File: config.mk
export PLATFORM = sky130hd
export DESIGN_NAME = bitwise_slice_seq
export DESIGN_NICKNAME = d
export VERILOG_FILES = /design/src/rtl/bitwise_pkg.sv /design/src/rtl/bitwise_slice.sv /design/src/rtl/bitwise_slice_seq.sv
export SDC_FILE = /design/constraint.sdc
export NUM_CORES = 1
export LEC_CHECK = 0
export BUFFER_PORTS_ARGS = -buffer_cell sky130_fd_sc_hd__clkbuf_2
export CORE_UTILIZATION = 50
export DETAILED_ROUTE_END_ITERATION = 7
export PLACE_DENSITY = 0.77
export SYNTH_ARGS = -nofsm -noshare
export SYNTH_HDL_FRONTEND = slang
export SYNTH_SLANG_ARGS = --single-unit
File: constraint.sdc
create_clock -name clk -period 2 [get_ports clk]
set_input_delay 0.1 -clock clk [delete_from_list [all_inputs] [get_ports clk]]
set_output_delay 0.1 -clock clk [all_outputs]
set_load 0.01 [all_outputs]
File: src/rtl/bitwise_pkg.sv
// Shared opcode and FSM-state encodings for the slice-serial bitwise unit.
// No logic; no latency; no flow control.
// Imported by bitwise_slice and bitwise_slice_seq.
package bitwise_pkg;

    typedef enum logic [1:0] {
        OP_AND = 2'b00,
        OP_OR  = 2'b01,
        OP_XOR = 2'b10,
        OP_NOR = 2'b11
    } op_e;

    typedef enum logic [1:0] {
        IDLE = 2'b00,
        RUN  = 2'b01,
        DONE = 2'b10
    } state_e;

endpackage

File: src/rtl/bitwise_slice.sv
// Combinational SLICE-bit AND/OR/XOR/NOR evaluator.
// Zero latency (pure combinational).
// No flow control; the sequencer decides when the output is captured.
module bitwise_slice
    import bitwise_pkg::*;
#(
    parameter int SLICE = 8
) (
    input  logic [1:0]       op,
    input  logic [SLICE-1:0] a_slice,
    input  logic [SLICE-1:0] b_slice,
    output logic [SLICE-1:0] s_slice
);

    always_comb begin
        s_slice = '0;
        case (op_e'(op))
            OP_AND: s_slice = a_slice & b_slice;
            OP_OR:  s_slice = a_slice | b_slice;
            OP_XOR: s_slice = a_slice ^ b_slice;
            OP_NOR: s_slice = ~(a_slice | b_slice);
        endcase
    end

endmodule

File: src/rtl/bitwise_slice_seq.sv
// Slice-serial bitwise unit: latches operands, evaluates SLICE bits per clock into s.
// Latency: out_valid rises WIDTH/SLICE cycles after the accept edge.
// Backpressure: result and out_valid held until out_ready; in_ready only in IDLE. Optional zero flag: BITWISE_SEQ_ZERO_FLAG_EN.
module bitwise_slice_seq
    import bitwise_pkg::*;
#(
    parameter int WIDTH = 32,
    parameter int SLICE = 8
) (
    input  logic             clk,
    input  logic             rst_n,
    input  logic             in_valid,
    output logic             in_ready,
    input  logic [1:0]       op,
    input  logic [WIDTH-1:0] a,
    input  logic [WIDTH-1:0] b,
    output logic             out_valid,
    input  logic             out_ready,
    output logic [WIDTH-1:0] s,
    output logic             busy
`ifdef BITWISE_SEQ_ZERO_FLAG_EN
   ,output logic             zero
`endif
);

    localparam int NSL   = WIDTH / SLICE;
    localparam int CNT_W = (NSL > 1) ? $clog2(NSL) : 1;
    localparam logic [CNT_W-1:0] CNT_LAST = CNT_W'(NSL - 1);

    localparam logic [1:0] ST_IDLE = IDLE;
    localparam logic [1:0] ST_RUN  = RUN;
    localparam logic [1:0] ST_DONE = DONE;

    generate
        if (WIDTH % SLICE != 0) begin : g_bad_cfg
            $error("bitwise_slice_seq: WIDTH must be a multiple of SLICE");
        end
    endgenerate

    logic [1:0]                   state;
    logic [CNT_W-1:0]             cnt;
    logic [1:0]                   op_q;
    logic [NSL-1:0][SLICE-1:0]    a_q;
    logic [NSL-1:0][SLICE-1:0]    b_q;
    logic [NSL-1:0][SLICE-1:0]    s_q;
    logic [SLICE-1:0]             s_slice;
`ifdef BITWISE_SEQ_ZERO_FLAG_EN
    logic                         zero_q;
`endif

    bitwise_slice #(.SLICE(SLICE)) u_slice (
        .op      (op_q),
        .a_slice (a_q[cnt]),
        .b_slice (b_q[cnt]),
        .s_slice (s_slice)
    );

    always_ff @(posedge clk or negedge rst_n) begin
        if (!rst_n) begin
            state <= ST_IDLE;
            cnt   <= '0;
            op_q  <= '0;
            a_q   <= '0;
            b_q   <= '0;
            s_q   <= '0;
`ifdef BITWISE_SEQ_ZERO_FLAG_EN
            zero_q <= 1'b0;
`endif
        end else begin
            case (state)
                ST_IDLE: begin
                    if (in_valid) begin
                        a_q   <= a;
                        b_q   <= b;
                        op_q  <= op;
                        s_q   <= '0;
                        cnt   <= '0;
                        state <= ST_RUN;
`ifdef BITWISE_SEQ_ZERO_FLAG_EN
                        zero_q <= 1'b0;
`endif
                    end
                end
                ST_RUN: begin
                    s_q[cnt] <= s_slice;
                    if (cnt == CNT_LAST) begin
                        state <= ST_DONE;
`ifdef BITWISE_SEQ_ZERO_FLAG_EN
                        // Unwritten slices are still zero, so s_q plus this slice is the full result.
                        zero_q <= (s_q == '0) && (s_slice == '0);
`endif
                    end else begin
                        cnt <= cnt + 1'b1;
                    end
                end
                ST_DONE: begin
                    if (out_ready) begin
                        state <= ST_IDLE;
                    end
                end
                default: state <= ST_IDLE;
            endcase
        end
    end

    assign in_ready  = (state == ST_IDLE);
    assign out_valid = (state == ST_DONE);
    assign busy      = (state == ST_RUN) || (state == ST_DONE);
    assign s         = s_q;
`ifdef BITWISE_SEQ_ZERO_FLAG_EN
    assign zero      = zero_q;
`endif

endmodule

==> summary.log <==
INFO  worst_hold_path hp-start=in_valid
INFO  logic_synthesis synth_cells=374
INFO  cells_and_area total_non_filler_cell_area_in_the_finished_layout=6790squm
INFO  logic_synthesis synth-edff-count=0
INFO  timing         final_hold_viol_count=0
INFO  run_status     violations=setup timing
INFO  clocking       clock_buffers_created_by_tritoncts=9
INFO  run_status     status=finished, violations left
INFO  worst_hold_path hold_end=state[0]$_DFFE_PN0P_
INFO  power          share_seq_of_total_power=0.331
INFO  critical_path  crit_path_start_kind=flop
INFO  place          place.port_buffers=104
INFO  routing        drt_iter0_drc=137
INFO  place          dpl-instance-area=5770squm
INFO  logic_synthesis synth_area=5040squm
INFO  routing        postRouteWirelength=12500um
INFO  logic_synthesis synth.yosys.warnings=0
INFO  grt            grt_pass1_wl=20100um
INFO  power          net-switching-power=4.44mW
INFO  die            die_h=102um
INFO  critical_path  r2r_setup_slack=-50ps
INFO  logic_synthesis synth_nets=467
INFO  power          cellPowerDensity=1630nW/um^2
INFO  logic_synthesis postSynthRegisterBits=102
INFO  routing        detail_route.first_pass.iterations=5
INFO  grt            first_global_vias=3927
INFO  critical_path  crit_type=reg2reg
INFO  place          dp_cells=605
INFO  critical_path  cp.required=2250ps
INFO  clocking       clkSinkCount=102
INFO  logic_synthesis seq_area_frac_synth=0.507
INFO  routing        vias=3668
INFO  cells_and_area antenna-diode-count=0
INFO  critical_path  critical_path.reg2reg.startpoint=cnt[0]$_DFFE_PN0P_
INFO  die            floorplan.initialDensity=0.515
INFO  power          combinationalPowerShare=0.554
INFO  power          power.switching_fraction=0.400
INFO  flow_run       cap_viol_max_count=0
INFO  grt            initial_antenna_violation_count=0
INFO  timing         relSlewSlack=0.512
INFO  die            core_area=9770squm
INFO  place          place.gp.congestion=0.781
INFO  grt            maximum_number_of_pins_on_one_net_before_global_route_repair=56
INFO  logic_synthesis synth_largest_type_area_fraction=0.507
INFO  clocking       clock_tree_from_tritoncts=done
INFO  timing         clock_skew=12.9ps
INFO  logic_synthesis dominantRegCellSynth=sky130_fd_sc_hd__dfrtp_1
INFO  timing         post-route-min-period=2050ps
INFO  logic_synthesis synth.cells.most_frequent=sky130_fd_sc_hd__dfrtp_1, sky130_fd_sc_hd__mux2_4, sky130_fd_sc_hd__o21ai_0
INFO  clocking       clock_latency=370ps
INFO  cells_and_area drive_gt1_frac=0.474
INFO  clocking       cts.htree.levels=3
INFO  timing         rsz0062_at_grt=true
INFO  logic_synthesis synth_largest_area_cell=sky130_fd_sc_hd__dfrtp_1
INFO  critical_path  crit-reg2reg-capture=s[3]$_DFFE_PN0P_
INFO  power          irDropWorstVdd=0.867mV
INFO  die            rows=36
INFO  timing         worst-slew-pin-transition=732ps
INFO  power          report.power.total=11.1mW
INFO  die            die_x=102um
INFO  logic_synthesis async_reset_ff_frac=1.00
INFO  power          clock_power_share=0.115
INFO  critical_path  path_max_fanout=6
INFO  routing        drt_drc_violations_left=0
INFO  critical_path  arrival=2290ps
INFO  worst_hold_path hold-path-cell-count=3
INFO  critical_path  cp_endpoint_kind=flop
INFO  logic_synthesis synth_cell_types=25
INFO  grt            grt_overflow=0
INFO  timing         fmaxAchievable=489MHz
INFO  cells_and_area finalNonFillerCells=690
INFO  timing         slew_violations=0
INFO  critical_path  worst-r2r-cell-count=7
INFO  worst_hold_path class_of_the_worst_hold_path=in2reg
INFO  place          post-dp-hpwl=8220um
INFO  clocking       clock_tree_root_driver_cell=sky130_fd_sc_hd__clkbuf_8
INFO  cells_and_area nets=645
INFO  timing         setup_slack=-46.2ps
INFO  power          leakage=3.25nW
INFO  grt            grt_usage=0.261
INFO  clocking       ctsLongestPathBuffers=2
INFO  logic_synthesis synth_area_per_cell=13.5squm
INFO  routing        detail-route-antenna-nets=0
INFO  timing         finalSetupViolCount=8
INFO  logic_synthesis post-synth-top-count-cell=sky130_fd_sc_hd__dfrtp_1
INFO  routing        detail_route.wl_per_cell=18.2um
INFO  cells_and_area syn_to_final_growth=34.8%
INFO  timing         final_worst_path_period_share=1.02
INFO  die            dieArea=10500squm
INFO  clocking       path_clk_slew=110ps
INFO  power          intPower=6.67mW
INFO  logic_synthesis yosys-top-cells-area=sky130_fd_sc_hd__dfrtp_1, sky130_fd_sc_hd__mux2_4, sky130_fd_sc_hd__mux4_2, sky130_fd_sc_hd__mux2_2, sky130_fd_sc_hd__ha_1
INFO  routing        vias_per_cell=5.32
INFO  die            ioPinCount=105
sequential cells by signal, indices dropped and copies added (netlist names):
signal / cells
a_q: 32
b_q: 32
s: 32
cnt: 2
op_q: 2
state: 2
power groups by stage:
stage | Sequential [mW] | Combinational (mW) | Clock, mW
after CTS | 3.64 | 5.79 | 1.28
after floorplan | 3.52 | 3.93 | 0
final | 3.68 | 6.16 | 1.27
after global routing | 3.76 | 6.74 | 1.38
after detailed placement | 3.67 | 5.33 | 0
after global placement | 3.62 | 5.10 | 0
worst max-delay path, stage by stage, from the launching register on:
cell and delay, ps:
sky130_fd_sc_hd__dfrtp_2 440, sky130_fd_sc_hd__buf_12 150, sky130_fd_sc_hd__mux4_2 530, sky130_fd_sc_hd__inv_2 100, sky130_fd_sc_hd__ha_4 200, sky130_fd_sc_hd__mux2i_1 140
sky130_fd_sc_hd__o22a_2 260, sky130_fd_sc_hd__o21ai_1 100
layer usage:
| metal | up-vias | GRT usage | share of wire |
|---|---|---|---|
| li1 | 1694 | - | - |
| met1 | 1853 | 0.322 | 0.42 |
| met2 | 105 | 0.466 | 0.53 |
| met3 | 16 | 0.0575 | 0.043 |
| met4 | 0 | 0.0637 | 0.011 |
| met5 | - | 0 | 0 |
metrics by stage:
stage	utilization	TNS, ps	setup slack [ps]	hold WS (ps)
finish	0.695	-138	-46.2	65.8
global route	0.695	-1720	-116	76.9
CTS	0.687	-431	-53.3	53.4
detailed placement	0.590	-3220	-205	208
global placement	0.590	-1680	-144	196
floorplan	-	0	33.2	-196
how the worst max path moves through the flow:
| stage | from | end | slack (ps) | cells past startpoint |
|---|---|---|---|---|
| 5_1_grt | cnt[0]$_DFFE_PN0P_ | s[8]$_DFFE_PN0P_ | -120 | 6 |
| 3_3_place_gp | cnt[0]$_DFFE_PN0P_ | s[17]$_DFFE_PN0P_ | -140 | 7 |
| 3_5_place_dp | cnt[0]$_DFFE_PN0P_ | s[9]$_DFFE_PN0P_ | -210 | 7 |
| 2_1_floorplan | cnt[0]$_DFFE_PN0P_ | s[27]$_DFFE_PN0P_ | 30 | 8 |
| 6_report | cnt[0]$_DFFE_PN0P_ | s[3]$_DFFE_PN0P_ | -50 | 7 |
| 4_1_cts | cnt[0]$_DFFE_PN0P_ | s[2]$_DFFE_PN0P_ | -50 | 8 |
area by class of cell:
cell class / count / area (sq um)
fillers: 675 / 2980
flip-flops and latches: 102 / 2550
multi-input cells: 230 / 2410
repair buffers: 187 / 1390
well taps: 133 / 166
clock buffers: 10 / 138
inverters: 22 / 82.6
clock inverters: 6 / 51.3
cells by family after synthesis:
kind of cell,share of synthesized area
mux,0.270
compound gates,0.0927
simple gates,0.0273
flops,0.507
fa+ha+maj,0.0571
buf+inv,0.0459
timing repair:
item	CTS	global route
setup buffers	2	1
cloned	1	0
endpoints found under the setup margin	32	32
pin swaps	16	13
hold buffers	67	0
hold endpoints to repair	119	0
resized for setup	24	30
layout by cell type (no fill, tap or decap):
master,n
sky130_fd_sc_hd__mux2i_1,10
sky130_fd_sc_hd__a21oi_1,2
sky130_fd_sc_hd__mux2_4,40
sky130_fd_sc_hd__ha_1,14
sky130_fd_sc_hd__nand2_1,15
sky130_fd_sc_hd__buf_12,5
sky130_fd_sc_hd__nand2b_1,1
sky130_fd_sc_hd__inv_6,3
sky130_fd_sc_hd__clkbuf_8,10
sky130_fd_sc_hd__nor3_1,2
sky130_fd_sc_hd__nand2b_2,1
sky130_fd_sc_hd__mux4_2,16
sky130_fd_sc_hd__inv_2,16
sky130_fd_sc_hd__a22o_1,2
sky130_fd_sc_hd__inv_8,1
sky130_fd_sc_hd__ha_2,1
sky130_fd_sc_hd__nor2_1,4
sky130_fd_sc_hd__buf_8,1
sky130_fd_sc_hd__clkbuf_2,103
sky130_fd_sc_hd__o22a_2,7
sky130_fd_sc_hd__o21ai_1,26
sky130_fd_sc_hd__clkinv_4,1
sky130_fd_sc_hd__buf_6,2
sky130_fd_sc_hd__o21ai_2,10
sky130_fd_sc_hd__o22a_1,1
sky130_fd_sc_hd__mux2_2,26
sky130_fd_sc_hd__dfrtp_2,1
sky130_fd_sc_hd__ha_4,8
sky130_fd_sc_hd__nand2_4,1
sky130_fd_sc_hd__clkinv_2,1
sky130_fd_sc_hd__nor2b_1,6
sky130_fd_sc_hd__dlygate4sd3_1,67
sky130_fd_sc_hd__o21ai_4,1
sky130_fd_sc_hd__buf_4,9
sky130_fd_sc_hd__inv_1,6
sky130_fd_sc_hd__o21ai_0,36
sky130_fd_sc_hd__dfrtp_1,101
Power figures use the tool's default switching activity.
